===== config.mk =====
export PLATFORM = sky130hd
export DESIGN_NAME = mult_div_unit_flat
export DESIGN_NICKNAME = d
export VERILOG_FILES = /design/src/rtl/mdu_pkg.sv /design/src/rtl/mult_div_unit_if.sv /design/src/rtl/mult_div_unit.sv /design/src/flat_wrapper.sv
export SDC_FILE = /design/constraint.sdc
export NUM_CORES = 1
export LEC_CHECK = 0
export CAP_MARGIN = 20
export CORE_ASPECT_RATIO = 1.75
export CORE_UTILIZATION = 30
export DETAILED_ROUTE_END_ITERATION = 8
export GPL_TIMING_DRIVEN = 1
export PLACE_DENSITY = 0.57
export SETUP_SLACK_MARGIN = 0.15
export SLEW_MARGIN = 20
export SYNTH_ARGS = -nofsm -noshare
export SYNTH_HDL_FRONTEND = slang
export SYNTH_SLANG_ARGS = --single-unit
export TNS_END_PERCENT = 30

===== constraint.sdc =====
create_clock -name clk -period 3.2 [get_ports clk]
set_input_delay 0.64 -clock clk [delete_from_list [all_inputs] [get_ports clk]]
set_output_delay 0.64 -clock clk [all_outputs]
set_load 0.005 [all_outputs]

===== src/rtl/mdu_pkg.sv =====
// Shared definitions for the multiply/divide unit: Op encodings, FSM states, default width.
// The control unit imports the Op encodings from here when decoding funct.
package mdu_pkg;

    localparam int unsigned MDU_WIDTH = 32;

    typedef enum logic [1:0] {
        MDU_MULT  = 2'b00,
        MDU_MULTU = 2'b01,
        MDU_DIV   = 2'b10,
        MDU_DIVU  = 2'b11
    } mdu_op_e;

    typedef enum logic [1:0] {
        IDLE,
        RUN,
        FIX
    } mdu_state_e;

endpackage


===== src/rtl/mult_div_unit_if.sv =====
// Request/result bundle between the pipeline (master) and the multiply/divide unit (slave).
interface mult_div_unit_if #(
    parameter int unsigned WIDTH = mdu_pkg::MDU_WIDTH
);
    logic             start;
    logic [1:0]       op;
    logic [WIDTH-1:0] a;
    logic [WIDTH-1:0] b;
    logic             hi_wre;
    logic             lo_wre;
    logic [WIDTH-1:0] write_data;
    logic             busy;
    logic             done;
    logic [WIDTH-1:0] hi;
    logic [WIDTH-1:0] lo;

    modport master (
        output start, op, a, b, hi_wre, lo_wre, write_data,
        input  busy, done, hi, lo
    );

    modport slave (
        input  start, op, a, b, hi_wre, lo_wre, write_data,
        output busy, done, hi, lo
    );
endinterface


===== src/rtl/mult_div_unit.sv =====
// Iterative MULT/MULTU/DIV/DIVU unit owning the HI/LO registers.
// Signed ops run on magnitudes and are sign-corrected in a single FIX cycle.
module mult_div_unit
    import mdu_pkg::*;
#(
    parameter int unsigned WIDTH = MDU_WIDTH
) (
    input logic            clk,
    input logic            rst_n,
    mult_div_unit_if.slave bus
);

    localparam int unsigned     CntW    = (WIDTH > 1) ? $clog2(WIDTH) : 1;
    localparam logic [CntW-1:0] CntLoad = CntW'(WIDTH - 1);

    mdu_state_e         state_q;
    mdu_op_e            op_q;
    logic [CntW-1:0]    cnt_q;
    logic [2*WIDTH-1:0] acc_q;
    logic [WIDTH-1:0]   opb_q;
    logic               prod_neg_q;
    logic               rem_neg_q;
    logic               bzero_q;
    logic [WIDTH-1:0]   hi_q;
    logic [WIDTH-1:0]   lo_q;
    logic               busy_q;
    logic               done_q;

    logic               start_signed;
    logic [WIDTH-1:0]   a_mag;
    logic [WIDTH-1:0]   b_mag;
    logic               is_div;
    logic [WIDTH:0]     mul_sum;
    logic [WIDTH:0]     div_shift;
    logic [WIDTH:0]     div_diff;
    logic [2*WIDTH-1:0] step_acc;
    logic [2*WIDTH-1:0] prod_fix;
    logic [WIDTH-1:0]   quot_fix;
    logic [WIDTH-1:0]   rem_fix;

    always_comb begin
        start_signed = (bus.op == MDU_MULT) || (bus.op == MDU_DIV);
        a_mag        = (start_signed && bus.a[WIDTH-1]) ? -bus.a : bus.a;
        b_mag        = (start_signed && bus.b[WIDTH-1]) ? -bus.b : bus.b;
    end

    // acc_q holds {partial product, remaining multiplier} for multiply and
    // {remainder, dividend bits / quotient bits} for divide.
    always_comb begin
        is_div    = (op_q == MDU_DIV) || (op_q == MDU_DIVU);
        mul_sum   = {1'b0, acc_q[2*WIDTH-1:WIDTH]} + (acc_q[0] ? {1'b0, opb_q} : '0);
        div_shift = acc_q[2*WIDTH-1:WIDTH-1];
        div_diff  = div_shift - {1'b0, opb_q};
        if (!is_div) begin
            step_acc = {mul_sum, acc_q[WIDTH-1:1]};
        end else if (!div_diff[WIDTH]) begin
            step_acc = {div_diff[WIDTH-1:0], acc_q[WIDTH-2:0], 1'b1};
        end else begin
            step_acc = {div_shift[WIDTH-1:0], acc_q[WIDTH-2:0], 1'b0};
        end
    end

    // Divide by zero leaves the remainder equal to |A|, so only LO needs forcing.
    always_comb begin
        prod_fix = prod_neg_q ? -acc_q : acc_q;
        quot_fix = bzero_q ? '1 : (prod_neg_q ? -acc_q[WIDTH-1:0] : acc_q[WIDTH-1:0]);
        rem_fix  = rem_neg_q ? -acc_q[2*WIDTH-1:WIDTH] : acc_q[2*WIDTH-1:WIDTH];
    end

    always_ff @(posedge clk or negedge rst_n) begin
        if (!rst_n) begin
            state_q    <= IDLE;
            op_q       <= MDU_MULT;
            cnt_q      <= '0;
            acc_q      <= '0;
            opb_q      <= '0;
            prod_neg_q <= 1'b0;
            rem_neg_q  <= 1'b0;
            bzero_q    <= 1'b0;
            hi_q       <= '0;
            lo_q       <= '0;
            busy_q     <= 1'b0;
            done_q     <= 1'b0;
        end else begin
            done_q <= 1'b0;
            unique case (state_q)
                IDLE: begin
                    if (bus.hi_wre) hi_q <= bus.write_data;
                    if (bus.lo_wre) lo_q <= bus.write_data;
                    if (bus.start) begin
                        op_q       <= mdu_op_e'(bus.op);
                        acc_q      <= {{WIDTH{1'b0}}, a_mag};
                        opb_q      <= b_mag;
                        prod_neg_q <= start_signed && (bus.a[WIDTH-1] ^ bus.b[WIDTH-1]);
                        rem_neg_q  <= start_signed && bus.a[WIDTH-1];
                        bzero_q    <= (bus.b == '0);
                        cnt_q      <= CntLoad;
                        busy_q     <= 1'b1;
                        state_q    <= RUN;
                    end
                end
                RUN: begin
                    acc_q <= step_acc;
                    cnt_q <= cnt_q - CntW'(1);
                    if (cnt_q == '0) state_q <= FIX;
                end
                FIX: begin
                    if (is_div) begin
                        hi_q <= rem_fix;
                        lo_q <= quot_fix;
                    end else begin
                        {hi_q, lo_q} <= prod_fix;
                    end
                    busy_q  <= 1'b0;
                    done_q  <= 1'b1;
                    state_q <= IDLE;
                end
                default: state_q <= IDLE;
            endcase
        end
    end

    assign bus.busy = busy_q;
    assign bus.done = done_q;
    assign bus.hi   = hi_q;
    assign bus.lo   = lo_q;

endmodule


===== src/flat_wrapper.sv =====
// flat-port wrapper written by rule: the top's interface ports become plain ports
module mult_div_unit_flat import mdu_pkg::*;
#(
    parameter int unsigned WIDTH = MDU_WIDTH
)
  (clk, rst_n, bus_start, bus_op, bus_a, bus_b, bus_hi_wre, bus_lo_wre, bus_write_data, bus_busy, bus_done, bus_hi, bus_lo);
  mult_div_unit_if #(.WIDTH(WIDTH)) bus_i ();
  input logic clk;
  input logic rst_n;
  input wire logic [$bits(bus_i.start)-1:0] bus_start;
  input wire logic [$bits(bus_i.op)-1:0] bus_op;
  input wire logic [$bits(bus_i.a)-1:0] bus_a;
  input wire logic [$bits(bus_i.b)-1:0] bus_b;
  input wire logic [$bits(bus_i.hi_wre)-1:0] bus_hi_wre;
  input wire logic [$bits(bus_i.lo_wre)-1:0] bus_lo_wre;
  input wire logic [$bits(bus_i.write_data)-1:0] bus_write_data;
  output wire logic [$bits(bus_i.busy)-1:0] bus_busy;
  output wire logic [$bits(bus_i.done)-1:0] bus_done;
  output wire logic [$bits(bus_i.hi)-1:0] bus_hi;
  output wire logic [$bits(bus_i.lo)-1:0] bus_lo;
  assign bus_i.start = bus_start;
  assign bus_i.op = bus_op;
  assign bus_i.a = bus_a;
  assign bus_i.b = bus_b;
  assign bus_i.hi_wre = bus_hi_wre;
  assign bus_i.lo_wre = bus_lo_wre;
  assign bus_i.write_data = bus_write_data;
  assign bus_busy = bus_i.busy;
  assign bus_done = bus_i.done;
  assign bus_hi = bus_i.hi;
  assign bus_lo = bus_i.lo;
  mult_div_unit #(.WIDTH(WIDTH)) u_core (.clk(clk), .rst_n(rst_n), .bus(bus_i));
endmodule

## After elaboration in Yosys (flattened, before gate mapping)

Cells that the tools add are included.

- Flip-flop bits (word level): 174
- Bits of input ports: 103
- Output and inout port bits: 66
- Logic and storage cells: 72

- Add/sub/neg operators: 8
- Equality and inequality tests: 9
- Muxes and demuxes: 25
- Bitwise logic cells: 1
- Reductions and logical operators: 17

Operator list:

| operator | number |
|---|---|
| 32-bit two-way mux | 10 |
| 64-bit two-way mux | 4 |
| 32-bit negator | 4 |
| 32-bit one-hot mux with 2 select lines | 2 |
| 64-bit one-hot mux with 2 select lines | 1 |
| 64-bit negator | 1 |
| 32-bit by 33-bit adder with 33-bit output | 1 |
| 33-bit by 32-bit subtractor with 33-bit output | 1 |
| 32-bit logical NOT | 1 |
| 2-bit AND reduction | 6 |
| 5-bit one-hot mux with 2 select lines | 1 |
| 2-bit == test (second input constant) | 4 |
| 2-bit inequality test (second input constant) | 3 |
| 5-bit logical NOT | 1 |
| 5-bit two-way mux | 1 |
| 5-bit by 1-bit subtractor with 5-bit output (second input constant) | 1 |
| 2-bit logical NOT | 2 |
| 2-bit two-way mux | 2 |
| 2-bit one-hot mux with 2 select lines | 1 |
| 2-bit nonzero test | 2 |
| 1-bit logical AND | 3 |
| 2-bit by 1-bit == test with 1-bit output (second input constant) | 1 |
| 1-bit logical OR | 2 |
| 1-bit two-way mux | 2 |
| other kinds (3) | 3 |

## Logic depth before layout (Yosys ltp)

Gate-level depths: netlist (run 1).

- Word-level depth: 6
- Depth in mapped cells: 15
- Depth with buffers taken out: 14

## Worst setup path after synthesis (run 1)

No wires, ideal clock.

- Path kind: reg-to-reg
- Start: register u_core.acc_q[0]
- End: register u_core.acc_q[58]
- Library setup time: 0.142 ns
- Arrival time: 3.032 ns
- Required time: 3.058 ns
- Setup slack: 0.026 ns
- Stages on the path, launching flop included: 15
- Path buffers: 1
- Clock period less this slack: 3.174 ns
- Cell sequence: dfrtp_1 -> inv_1 -> clkbuf_1 -> nor2_1 -> ha_1 -> and3_1 -> inv_1 -> a311oi_1 -> o21a_1 -> a31oi_1 -> o31a_1 -> o21a_1 -> o21ai_0 -> xnor2_1 -> o221ai_1

- Cells in the longest elaborated chain, start to end: 4

RTL lines:

| item | RTL line | RTL |
|---|---|---|
| from (decl) | mult_div_unit.sv:19 | `logic [2*WIDTH-1:0] acc_q;` |
| from (signal assigned) | mult_div_unit.sv:92 | `acc_q <= {{WIDTH{1'b0}}, a_mag};` |
| from (signal assigned) | mult_div_unit.sv:103 | `acc_q <= step_acc;` |
| 32-bit two-way mux | mult_div_unit.sv:51 | `mul_sum = {1'b0, acc_q[2*WIDTH-1:WIDTH]} + (acc_q[0] ? {1'b0, opb_q} : '0);` |
| 32-bit by 33-bit adder with 33-bit output | mult_div_unit.sv:51 |  |
| 64-bit two-way mux | mult_div_unit.sv:54 | `if (!is_div) begin` |
| 64-bit one-hot mux with 2 select lines | mult_div_unit.sv:86 | `unique case (state_q)` |

No other way between the ends.
A chain may end at the register's enable or synchronous reset.

## Final worst setup path (run 1)

- Start: register u_core.acc_q[0]
- End: register u_core.acc_q[59]

Same word-level chain as after synthesis.

==> results_tabular.tex, run 1 <==
\begin{tabular}{lr}
\hline
Metric & Value \\
\hline
\multicolumn{2}{l}{\textbf{Status}} \\
\quad Outcome & finished with violations \\
\quad Violated checks & setup timing \\
\multicolumn{2}{l}{\textbf{Synthesis}} \\
\quad Synthesized area per cell & 7.74 sq um \\
\quad Commonest cells in the synthesized netlist & nand2\_1, o21ai\_0, dfrtp\_1 \\
\quad Post-synthesis register bit count & 173 \\
\quad Top-count cell post-synth & nand2\_1 \\
\quad FFs w/ async S/R, synth & 1.00 \\
\quad Synth warn & 0 \\
\quad Number of distinct library cells after synthesis & 74 \\
\quad Net Count, Synth & 2051 \\
\quad Fraction of the yosys area taken by sequential cells & 0.298 \\
\quad Post-synth top flop & dfrtp\_1 \\
\quad Post-Syn Instances & 1876 \\
\quad Synth Cell Area & 0.0145 sq mm \\
\quad Area fraction of the dominant cell type after synthesis & 0.298 \\
\quad Biggest area contributors in the synthesized netlist & dfrtp\_1, o21ai\_0, xnor2\_1 \\
\quad Top cell type by total area after synthesis & dfrtp\_1 \\
\quad Number of enable-type register cells in the synthesized netlist & 0 \\
\multicolumn{2}{l}{\textbf{STA}} \\
\quad Clock tree skew after final layout & 0.0182 ns \\
\quad Rel. slew slack & 0.459 \\
\quad Smallest setup slack after layout & -0.0551 ns \\
\quad Worst hold margin & 0.120 ns \\
\quad Max Clk Rate & 0.307 GHz \\
\quad Setup violations, final & 3 \\
\quad Final number of max-transition violations & 0 \\
\quad Crit share post-route & 1.02 \\
\quad Aggregate negative setup slack & -0.162 ns \\
\quad Unrepaired setup endpoints after global routing & yes \\
\quad Final Hold Viols & 0 \\
\quad Tightest Pin Transition & 0.810 ns \\
\quad Final critical delay including setup and external delays & 3.26 ns \\
\multicolumn{2}{l}{\textbf{Worst setup path}} \\
\quad Worst Reg2Reg Path Length in Cells & 16 \\
\quad Origin of the worst setup path & u\_core.acc\_q[0]\$\_DFFE\_PN0P\_ \\
\quad Count of buffering cells on the critical path with inverters included & 3 \\
\quad CP top delay family & compound AO/OA/AOI/OAI gates \\
\quad Stages on the worst setup path & 16 \\
\quad Minimum setup slack among reg-to-reg paths & -0.06 ns \\
\quad Worst stage delay on the critical path & 0.50 ns \\
\quad Cell type of the slowest stage on the worst timing path & dfrtp\_2 \\
\quad Ordered list of cells on the worst path & and2\_4 -> ha\_4 -> inv\_2 -> fa\_2 -> nor2b\_2 -> o31a\_1 -> o31ai\_2 -> buf\_4 -> a21o\_1 -> o211ai\_1 -> a2bb2oi\_1 -> buf\_4 -> a41o\_1 -> xor2\_1 -> a22oi\_1 -> nand3\_1 \\
\quad Type of destination of the critical path & flop \\
\quad Worst Path Arrival & 3.60 ns \\
\quad Launch point of the worst reg-to-reg path & u\_core.acc\_q[0]\$\_DFFE\_PN0P\_ \\
\quad Crit start category & flop \\
\quad Critical path data required time & 3.55 ns \\
\quad Most frequent cell on the critical path & buf\_4 \\
\quad Critical path peak fanout & 5 \\
\quad Setup CP Type & reg -> reg \\
\quad Endpoint of the worst-slack reg-to-reg timing path & u\_core.acc\_q[59]\$\_DFFE\_PN0P\_ \\
\multicolumn{2}{l}{\textbf{Layout}} \\
\quad Share of cells above drive strength 1 & 0.178 \\
\quad Number of nets in the finished design & 2376 \\
\quad Layout overhead on the synthesized area & 35.4\% \\
\quad Final instance area & 0.0197 sq mm \\
\quad Antenna Cells & 0 \\
\quad Filler-free cell count of the finished design & 2808 \\
\quad Utilization after layout & 0.412 \\
\multicolumn{2}{l}{\textbf{Die}} \\
\quad \# rows & 106 \\
\quad Area of the core region & 0.0477 sq mm \\
\quad IO Count & 169 \\
\quad Die footprint & 0.0493 sq mm \\
\quad Overall die height & 293 um \\
\quad DIE WIDTH & 168 um \\
\quad Starting density of the core & 0.304 \\
\multicolumn{2}{l}{\textbf{Detailed routing}} \\
\quad First-pass iteration count of the detailed router & 8 \\
\quad DRC violations left & 0 \\
\quad Via count & 15000 \\
\quad Routed wire length & 56200 um \\
\quad Average detailed-routed wire length per instance & 20.0 um \\
\quad Initial detailed-routing violation count & 909 \\
\quad Ratio of routed vias to standard cells & 5.35 \\
\quad DRT antenna net count & 0 \\
\multicolumn{2}{l}{\textbf{Place}} \\
\quad Placed cell area & 0.0184 sq mm \\
\quad Number of buffer cells added on primary ports & 168 \\
\quad Routability congestion estimate & 0.983 \\
\quad HPWL after detailed placement & 44800 um \\
\quad Worst slack after detailed placement & -0.291 ns \\
\quad Number of cells in the design after placement & 2756 \\
\multicolumn{2}{l}{\textbf{Power}} \\
\quad Fraction of power consumed by the clock network & 0.087 \\
\quad Share of total power in sequential cells & 0.174 \\
\quad Switching fraction of total power & 0.475 \\
\quad PnR Total Power & 24.3 mW \\
\quad Internal portion of total power & 12.8 mW \\
\quad Power density relative to cell area & 1240 mW/mm\^{}2 \\
\quad Static Leak & 8.42 nW \\
\quad Maximum vdd ir drop & 0.611 mV \\
\quad Combinational power share & 0.740 \\
\quad Switching power & 11.6 mW \\
\multicolumn{2}{l}{\textbf{CTS}} \\
\quad Clk Latency, worst-skew pair & 0.47 ns \\
\quad Clock Tree Root & clkbuf\_16 \\
\quad Clock transition at path regs & 0.08 ns \\
\quad Clock tree from TritonCTS & done \\
\quad Number of buffers created by CTS & 17 \\
\quad Post-CTS Hold Buffers & 0 \\
\quad CTS sink count & 173 \\
\quad H-tree level count & 4 \\
\quad Buffer levels on the longest clock path & 2 \\
\multicolumn{2}{l}{\textbf{GRT}} \\
\quad Initial antenna violation count & 0 \\
\quad Pin count of the biggest net entering global routing & 77 \\
\quad Number of global-route vias before repair & 15200 \\
\quad GR Util All Layers & 0.226 \\
\quad Leftover overflow at the end of global routing & 0 \\
\quad First-pass GRT wire length & 85300 um \\
\multicolumn{2}{l}{\textbf{Worst hold path}} \\
\quad Type of the tightest min-delay check & in -> async \\
\multicolumn{2}{l}{\textbf{Flow run}} \\
\quad Max Cap Viol & 0 \\
\hline
\end{tabular}
## state kept, by name, indices dropped and copies added, names as in the netlist
name / flops
u_core.op_q: 1
u_core.bus.done: 1
u_core.state_q: 2
u_core.acc_q: 64
u_core.prod_neg_q: 1
u_core.bus.busy: 1
u_core.rem_neg_q: 1
u_core.bus.hi: 32
u_core.opb_q: 32
u_core.cnt_q: 5
u_core.bus.lo: 32
u_core.bzero_q: 1
## worst max path at each step
stage / to
floorplan: u_core.acc_q[49]$_DFFE_PN0P_
global placement: u_core.opb_q[29]$_DFFE_PN0P_
detailed placement: u_core.bzero_q$_DFFE_PN0P_
CTS: u_core.acc_q[62]$_DFFE_PN0P_
global route: u_core.acc_q[59]$_DFFE_PN0P_
finish: u_core.acc_q[59]$_DFFE_PN0P_
## per-layer routing
| metal | vias to the layer above | global-route usage | part of all wire |
|---|---|---|---|
| li1 | 7351 | - | - |
| met1 | 7143 | 0.232 | 0.38 |
| met2 | 381 | 0.432 | 0.53 |
| met3 | 139 | 0.0221 | 0.027 |
| met4 | 0 | 0.142 | 0.059 |
| met5 | - | 0 | 0 |
## area by class of cell
class                      instances  area (sq um)
fill                            4818         28100
multi-input combinational       1520          9970
sequential                       173          4330
timing repair buffer             427          3800
tap                              594           743
clock buffer                      17           425
inverter                          61           231
clock inverter                    15           148
timing repair inverter             1          7.51
## power by group through the flow
stage | combinational, mW | clock, mW | sequential (mW)
2_1_floorplan | 9.85 | 0 | 4.10
3_3_place_gp | 16.1 | 0 | 4.20
3_5_place_dp | 16.3 | 0 | 4.24
4_1_cts | 16.9 | 2.15 | 4.21
5_1_grt | 19.6 | 2.22 | 4.35
6_report | 18.0 | 2.11 | 4.23
## logic make-up after synthesis
group,synth area share
AO/OA/AOI/OAI,0.260
AND/OR/NAND/NOR,0.193
buffers and inverters,0.0483
XOR/XNOR,0.109
flip-flops,0.298
adder cells (fa/ha/maj),0.0631
multiplexers,0.0290
## cell usage in the layout (no fill, tap or decap), types with 39 or more instances in the layout
master,n
xnor2_1,115
nand2_1,235
a21o_1,39
buf_4,244
inv_1,55
xor2_1,61
ha_1,66
a21oi_1,130
o21ai_0,201
dfrtp_1,169
nor2_1,162
mux2i_1,42
clkdlybuf4s50_1,166
## repair_timing
action	CTS	global route
gates cloned	1	3
setup buffers	9	7
resized for setup	39	80
endpoints found under the setup margin	33	55
pin swaps	24	56
(Power assumes the default switching activity.)
==> inputs of run 2 (changes only) <==
Settings changed: CAP_MARGIN 20 to default, GPL_TIMING_DRIVEN 1 to 0, SETUP_SLACK_MARGIN 0.15 to 0.05.
==> run 2 against run 1 <==
Net effect: the run still ends with setup timing left; register-to-register slack better by 0.02 ns; count of clock-buffer cells in the layout unchanged; sequential cell count unchanged; combinational power down 8%; die area unchanged; largest cell class unchanged; largest power group unchanged; highest routed layer unchanged.
==> results_tabular.tex, run 2 (synthesis gave the netlist of run 1 again) <==
\begin{tabular}{lr}
\hline
Metric & Value \\
\hline
\multicolumn{2}{l}{\textbf{Detailed routing}} \\
\quad Initial detailed-routing violation count & 878 \\
\quad Ratio of routed vias to standard cells & 5.53 \\
\quad DRC violations left & 0 \\
\quad Via count & 15000 \\
\quad Average detailed-routed wire length per instance & 22.0 um \\
\quad Routed wire length & 59900 um \\
\quad DRT antenna net count & 0 \\
\quad First-pass iteration count of the detailed router & 5 \\
\multicolumn{2}{l}{\textbf{GRT}} \\
\quad GR Layer Usage met3 & 0.0264 \\
\quad Leftover overflow at the end of global routing & 0 \\
\quad Global-route met1 utilization & 0.238 \\
\quad Layer carrying the most global-route usage & met2 \\
\quad GR Util All Layers & 0.244 \\
\quad First-pass GRT wire length & 90900 um \\
\quad Number of global-route vias before repair & 15500 \\
\quad GR Util met2 & 0.469 \\
\quad Initial antenna violation count & 0 \\
\quad Pin count of the biggest net entering global routing & 77 \\
\multicolumn{2}{l}{\textbf{STA}} \\
\quad Smallest setup slack after layout & -0.0400 ns \\
\quad Final critical delay including setup and external delays & 3.24 ns \\
\quad Max Clk Rate & 0.309 GHz \\
\quad Final Hold Viols & 0 \\
\quad Crit share post-route & 1.01 \\
\quad Rel. slew slack & 0.212 \\
\quad Final number of max-transition violations & 0 \\
\quad Unrepaired setup endpoints after global routing & yes \\
\quad Clock tree skew after final layout & 0.0166 ns \\
\quad Setup violations, final & 5 \\
\quad Tightest Pin Transition & 1.18 ns \\
\multicolumn{2}{l}{\textbf{Worst setup path}} \\
\quad Type of destination of the critical path & flop \\
\quad Critical path peak fanout & 5 \\
\quad Worst stage delay on the critical path & 0.44 ns \\
\quad Critical path data required time & 3.55 ns \\
\quad Setup CP Type & reg -> reg \\
\quad Ordered list of cells on the worst path & clkinv\_4 -> buf\_6 -> nor2\_2 -> ha\_1 -> nor2b\_4 -> o31a\_1 -> o31ai\_4 -> a21o\_1 -> o211ai\_1 -> buf\_4 -> a2bb2oi\_4 -> a41o\_1 -> a21oi\_1 -> a41oi\_1 -> a21boi\_2 \\
\quad Worst Path Arrival & 3.59 ns \\
\quad CP top delay family & compound AO/OA/AOI/OAI gates \\
\quad Cell type of the slowest stage on the worst timing path & dfrtp\_2 \\
\quad Crit start category & flop \\
\quad Count of buffering cells on the critical path with inverters included & 3 \\
\multicolumn{2}{l}{\textbf{Layout}} \\
\quad Top reg by flops & u\_core.acc\_q \\
\quad Utilization after layout & 0.392 \\
\quad Max reg flops & 64 \\
\quad Antenna Cells & 0 \\
\quad Commonest cells after routing, fill and taps aside & nand2\_1, o21ai\_0, clkdlybuf4s50\_1 \\
\quad Share of cells above drive strength 1 & 0.106 \\
\quad Fill count & 4938 \\
\quad Number of nets in the finished design & 2287 \\
\quad Most common cell after layout, fill and taps aside & nand2\_1 \\
\quad Layout overhead on the synthesized area & 28.9\% \\
\multicolumn{2}{l}{\textbf{CTS}} \\
\quad Number of buffers created by CTS & 17 \\
\quad Buffer levels on the longest clock path & 2 \\
\quad Clock Tree Root & clkbuf\_16 \\
\quad H-tree level count & 4 \\
\quad Clk Latency, worst-skew pair & 0.47 ns \\
\quad Clock tree from TritonCTS & done \\
\quad Post-CTS Hold Buffers & 0 \\
\quad Clock transition at path regs & 0.08 ns \\
\quad CTS sink count & 173 \\
\multicolumn{2}{l}{\textbf{Worst hold path}} \\
\quad Type of the tightest min-delay check & in -> async \\
\multicolumn{2}{l}{\textbf{Die}} \\
\quad \# rows & 106 \\
\quad Area of the core region & 0.0477 sq mm \\
\quad Starting density of the core & 0.304 \\
\quad Overall die height & 293 um \\
\quad Die footprint & 0.0493 sq mm \\
\quad IO Count & 169 \\
\quad DIE WIDTH & 168 um \\
\multicolumn{2}{l}{\textbf{Power}} \\
\quad Static Leak & 7.58 nW \\
\quad Maximum vdd ir drop & 0.621 mV \\
\quad PnR Total Power & 23.3 mW \\
\quad Switching power & 11.7 mW \\
\quad Share of total power in sequential cells & 0.195 \\
\quad Combinational power share & 0.709 \\
\quad Internal portion of total power & 11.6 mW \\
\quad Fraction of power consumed by the clock network & 0.096 \\
\quad Power density relative to cell area & 1240 mW/mm\^{}2 \\
\quad Switching fraction of total power & 0.502 \\
\multicolumn{2}{l}{\textbf{Place}} \\
\quad HPWL after detailed placement & 48700 um \\
\quad Routability congestion estimate & 0.980 \\
\quad Number of buffer cells added on primary ports & 168 \\
\quad Worst slack after detailed placement & -0.987 ns \\
\multicolumn{2}{l}{\textbf{Flow run}} \\
\quad Max Cap Viol & 0 \\
\multicolumn{2}{l}{\textbf{Status}} \\
\quad Outcome & finished with violations \\
\quad Violated checks & setup timing \\
\hline
\end{tabular}
-- run 2: power by group through the flow --
stage	Sequential (mW)	Clock [mW]	Combinational, mW
floorplan	4.10	0	9.84
global placement	4.58	0	14.1
detailed placement	4.60	0	14.2
CTS	4.53	2.24	15.8
global route	4.66	2.33	17.9
finish	4.55	2.23	16.5
-- run 2: metal layers --
metal,routed length [um],vias to the layer above
met5,0,-
met4,4550,0
met3,1980,184
met2,32300,483
met1,21100,7179
li1,-,7186
-- run 2: path summary, 6_finish.rpt --
kind                       slack (ns)                             to                           from  cells past startpoint
max                             -0.04   u_core.acc_q[63]$_DFFE_PN0P_    u_core.acc_q[0]$_DFFE_PN0P_                     15
min                              0.03    u_core.opb_q[2]$_DFFE_PN0P_                          rst_n                      1
max reg2reg                     -0.04   u_core.acc_q[63]$_DFFE_PN0P_    u_core.acc_q[0]$_DFFE_PN0P_                     15
min reg2reg                      0.48  u_core.bus.hi[18]$_DFFE_PN0P_  u_core.bus.hi[18]$_DFFE_PN0P_                      2
max in group asynchronous        2.14  u_core.bus.lo[19]$_DFFE_PN0P_                          rst_n                      3
min in group clk                 0.48  u_core.bus.hi[18]$_DFFE_PN0P_  u_core.bus.hi[18]$_DFFE_PN0P_                      2
-- run 2: what timing repair did --
action / CTS / global route
gates cloned: 2 / 0
setup endpoints to repair: 80 / 71
pin swaps: 36 / 32
setup buffers: 37 / 20
resized for setup: 117 / 57
-- run 2: layout make-up --
class | instances | area (sq um) | area share
sequential | 173 | 4350 | 0.233
clock inverter | 15 | 196 | 0.0105
timing repair buffer | 229 | 2230 | 0.119
buffer | 110 | 514 | 0.0275
inverter | 61 | 238 | 0.0127
tap | 594 | 743 | 0.0397
multi-input combinational | 1520 | 10000 | 0.535
clock buffer | 17 | 425 | 0.0227
-- run 2: stage by stage --
stage	hold slack, ns	setup TNS (ns)	cell area (sq um)	std cells
after detailed placement	0.469	-53.45	17000	2640
after global placement	0.459	-1093.68	16900	2638
after floorplan	0.344	0	14500	1876
after global routing	0.0428	-2.52	18700	2719
after CTS	0.0319	-0.0252	18400	2704
final	0.0305	-0.0778	18700	2719
==> inputs of run 3 (changes only) <==
Settings changed: ABC_CLOCK_PERIOD_IN_PS from default to 3200, CORE_ASPECT_RATIO 1.75 to 2.
==> run 3 against run 2 <==
Net effect: the run still ends with setup timing left; critical endpoint is now u_core.acc_q[62]$_DFFE_PN0P_; final area increased by 1.7%; global-route usage increased by 1.5 points; die area about the same; clock skew decreased by 0.00082 ns; critical path depth decreased by 1; combinational power increased by 10%; total power increased by 7.4%; sequential power about the same; via count increased by 1.2%; final cell count increased by 1.5%; first-iteration DRC count decreased by 0.68%; maximum frequency decreased by 1.7%.
==> results_tabular.tex, run 3 (synthesis gave the netlist of run 1 again) <==
\begin{tabular}{lr}
\hline
Metric & Value \\
\hline
\multicolumn{2}{l}{\textbf{STA}} \\
\quad Final number of max-transition violations & 0 \\
\quad Rel. slew slack & 0.174 \\
\quad Unrepaired setup endpoints after global routing & yes \\
\quad Final critical delay including setup and external delays & 3.30 ns \\
\quad Max Clk Rate & 0.303 GHz \\
\quad Tightest Pin Transition & 1.24 ns \\
\quad Smallest setup slack after layout & -0.0969 ns \\
\quad Final Hold Viols & 0 \\
\quad Aggregate negative setup slack & -0.343 ns \\
\quad Crit share post-route & 1.03 \\
\quad Clock tree skew after final layout & 0.0158 ns \\
\quad Setup violations, final & 7 \\
\multicolumn{2}{l}{\textbf{CTS}} \\
\quad Clock Tree Root & clkbuf\_16 \\
\quad CTS sink count & 173 \\
\quad H-tree level count & 4 \\
\quad Buffer levels on the longest clock path & 2 \\
\quad Post-CTS Hold Buffers & 0 \\
\quad Clock transition at path regs & 0.09 ns \\
\quad Number of buffers created by CTS & 17 \\
\quad Clock tree from TritonCTS & done \\
\quad Clk Latency, worst-skew pair & 0.47 ns \\
\multicolumn{2}{l}{\textbf{Flow run}} \\
\quad Max Cap Viol & 0 \\
\multicolumn{2}{l}{\textbf{Power}} \\
\quad Static Leak & 7.66 nW \\
\quad Power density relative to cell area & 1310 mW/mm\^{}2 \\
\quad Maximum vdd ir drop & 0.612 mV \\
\multicolumn{2}{l}{\textbf{Worst setup path}} \\
\quad Type of destination of the critical path & flop \\
\quad Crit start category & flop \\
\quad Worst stage delay on the critical path & 0.45 ns \\
\quad Critical path peak fanout & 4 \\
\quad Setup CP Type & reg -> reg \\
\quad Count of buffering cells on the critical path with inverters included & 2 \\
\quad Critical path data required time & 3.52 ns \\
\quad CP top delay family & compound AO/OA/AOI/OAI gates \\
\quad Ordered list of cells on the worst path & buf\_6 -> nand2\_4 -> inv\_4 -> ha\_4 -> a21o\_1 -> nand4\_1 -> a311oi\_2 -> o21a\_2 -> a31oi\_4 -> o31a\_1 -> o2111ai\_2 -> a41oi\_2 -> xor2\_1 -> o221ai\_1 \\
\quad Worst Path Arrival & 3.62 ns \\
\quad Cell type of the slowest stage on the worst timing path & dfrtp\_2 \\
\multicolumn{2}{l}{\textbf{Layout}} \\
\quad Filler-free cell count of the finished design & 2759 \\
\quad Most common cell after layout, fill and taps aside & nand2\_1 \\
\quad Utilization after layout & 0.399 \\
\quad Commonest cells after routing, fill and taps aside & nand2\_1, o21ai\_0, clkdlybuf4s50\_1 \\
\quad Top reg by flops & u\_core.acc\_q \\
\quad Max reg flops & 64 \\
\quad Share of cells above drive strength 1 & 0.126 \\
\quad Number of nets in the finished design & 2288 \\
\quad Fill count & 4908 \\
\quad Layout overhead on the synthesized area & 31.0\% \\
\multicolumn{2}{l}{\textbf{Detailed routing}} \\
\quad First-pass iteration count of the detailed router & 6 \\
\quad Initial detailed-routing violation count & 872 \\
\quad Via count & 15200 \\
\quad Routed wire length & 63100 um \\
\quad Average detailed-routed wire length per instance & 22.9 um \\
\quad Ratio of routed vias to standard cells & 5.51 \\
\quad DRC violations left & 0 \\
\quad DRT antenna net count & 0 \\
\multicolumn{2}{l}{\textbf{GRT}} \\
\quad Initial antenna violation count & 1 \\
\quad Number of global-route vias before repair & 15600 \\
\quad Leftover overflow at the end of global routing & 0 \\
\quad First-pass GRT wire length & 93800 um \\
\quad Pin count of the biggest net entering global routing & 91 \\
\quad GR Util All Layers & 0.259 \\
\multicolumn{2}{l}{\textbf{Die}} \\
\quad DIE WIDTH & 158 um \\
\quad \# rows & 113 \\
\quad Starting density of the core & 0.305 \\
\quad Die footprint & 0.0493 sq mm \\
\quad Area of the core region & 0.0476 sq mm \\
\quad IO Count & 169 \\
\quad Overall die height & 313 um \\
\multicolumn{2}{l}{\textbf{Place}} \\
\quad Routability congestion estimate & 0.935 \\
\quad Worst slack after detailed placement & -1.05 ns \\
\quad HPWL after detailed placement & 50400 um \\
\quad Number of buffer cells added on primary ports & 168 \\
\quad Number of cells in the design after placement & 2677 \\
\multicolumn{2}{l}{\textbf{Status}} \\
\quad Outcome & finished with violations \\
\quad Violated checks & setup timing \\
\multicolumn{2}{l}{\textbf{Worst hold path}} \\
\quad Type of the tightest min-delay check & in -> async \\
\hline
\end{tabular}
==> run 3: per-layer routing <==
layer	vias up	wire [um]	GRT usage
met4	0	6530	0.235
met1	7228	20800	0.236
met5	-	0	0
met2	560	33700	0.489
met3	232	2050	0.0286
li1	7190	-	-
==> run 3: worst reg2reg max path: stages (launching register included) <==
cell	delay (ns)
dfrtp_2	0.45
buf_6	0.14
nand2_4	0.07
inv_4	0.04
ha_4	0.24
a21o_1	0.13
nand4_1	0.17
a311oi_2	0.40
o21a_2	0.25
a31oi_4	0.12
o31a_1	0.34
o2111ai_2	0.30
a41oi_2	0.16
xor2_1	0.21
o221ai_1	0.14
==> run 3: cell type report <==
type / count / area, sq um / share of cell area
clock buffer: 17 / 425 / 0.0224
sequential: 173 / 4350 / 0.229
inverter: 61 / 240 / 0.0126
multi-input combinational: 1520 / 10200 / 0.537
clock inverter: 15 / 195 / 0.0103
antenna: 1 / 2.50 / 0.000132
tap: 632 / 791 / 0.0416
timing repair buffer: 228 / 2270 / 0.119
buffer: 112 / 527 / 0.0277
==> run 3: stage by stage <==
| stage | hold WS (ns) | cell area, sq um | power [mW] |
|---|---|---|---|
| global placement | 0.460 | 17000 | 18.8 |
| CTS | 0.210 | 18400 | 23.3 |
| detailed placement | 0.465 | 17000 | 19.0 |
| floorplan | 0.344 | 14500 | 13.9 |
| finish | 0.180 | 19000 | 25.0 |
| global route | 0.235 | 19000 | 26.7 |
==> run 3: timing repair <==
action | CTS | global route
setup buffers | 36 | 20
endpoints found under the setup margin | 80 | 63
pin swaps | 29 | 56
resized for setup | 110 | 144
gates cloned | 4 | 0
==> run 3: final timing paths <==
check	from	slack (ns)	cells past startpoint	end
max in group asynchronous	rst_n	2.03	2	u_core.bus.hi[4]$_DFFE_PN0P_
setup reg to reg	u_core.acc_q[0]$_DFFE_PN0P_	-0.1	14	u_core.acc_q[62]$_DFFE_PN0P_
min in group clk	u_core.bus.lo[26]$_DFFE_PN0P_	0.48	1	u_core.bus.lo[26]$_DFFE_PN0P_
setup / recovery	u_core.acc_q[0]$_DFFE_PN0P_	-0.1	14	u_core.acc_q[62]$_DFFE_PN0P_
hold reg to reg	u_core.bus.lo[26]$_DFFE_PN0P_	0.48	1	u_core.bus.lo[26]$_DFFE_PN0P_
hold / removal	rst_n	0.18	1	u_core.opb_q[2]$_DFFE_PN0P_
==> run 3: power breakdown <==
group          leakage, nW  switching [mW]  internal (mW)
clock network        0.303            1.12           1.13
logic                 5.28            10.3           7.87
registers             2.08            1.23           3.29
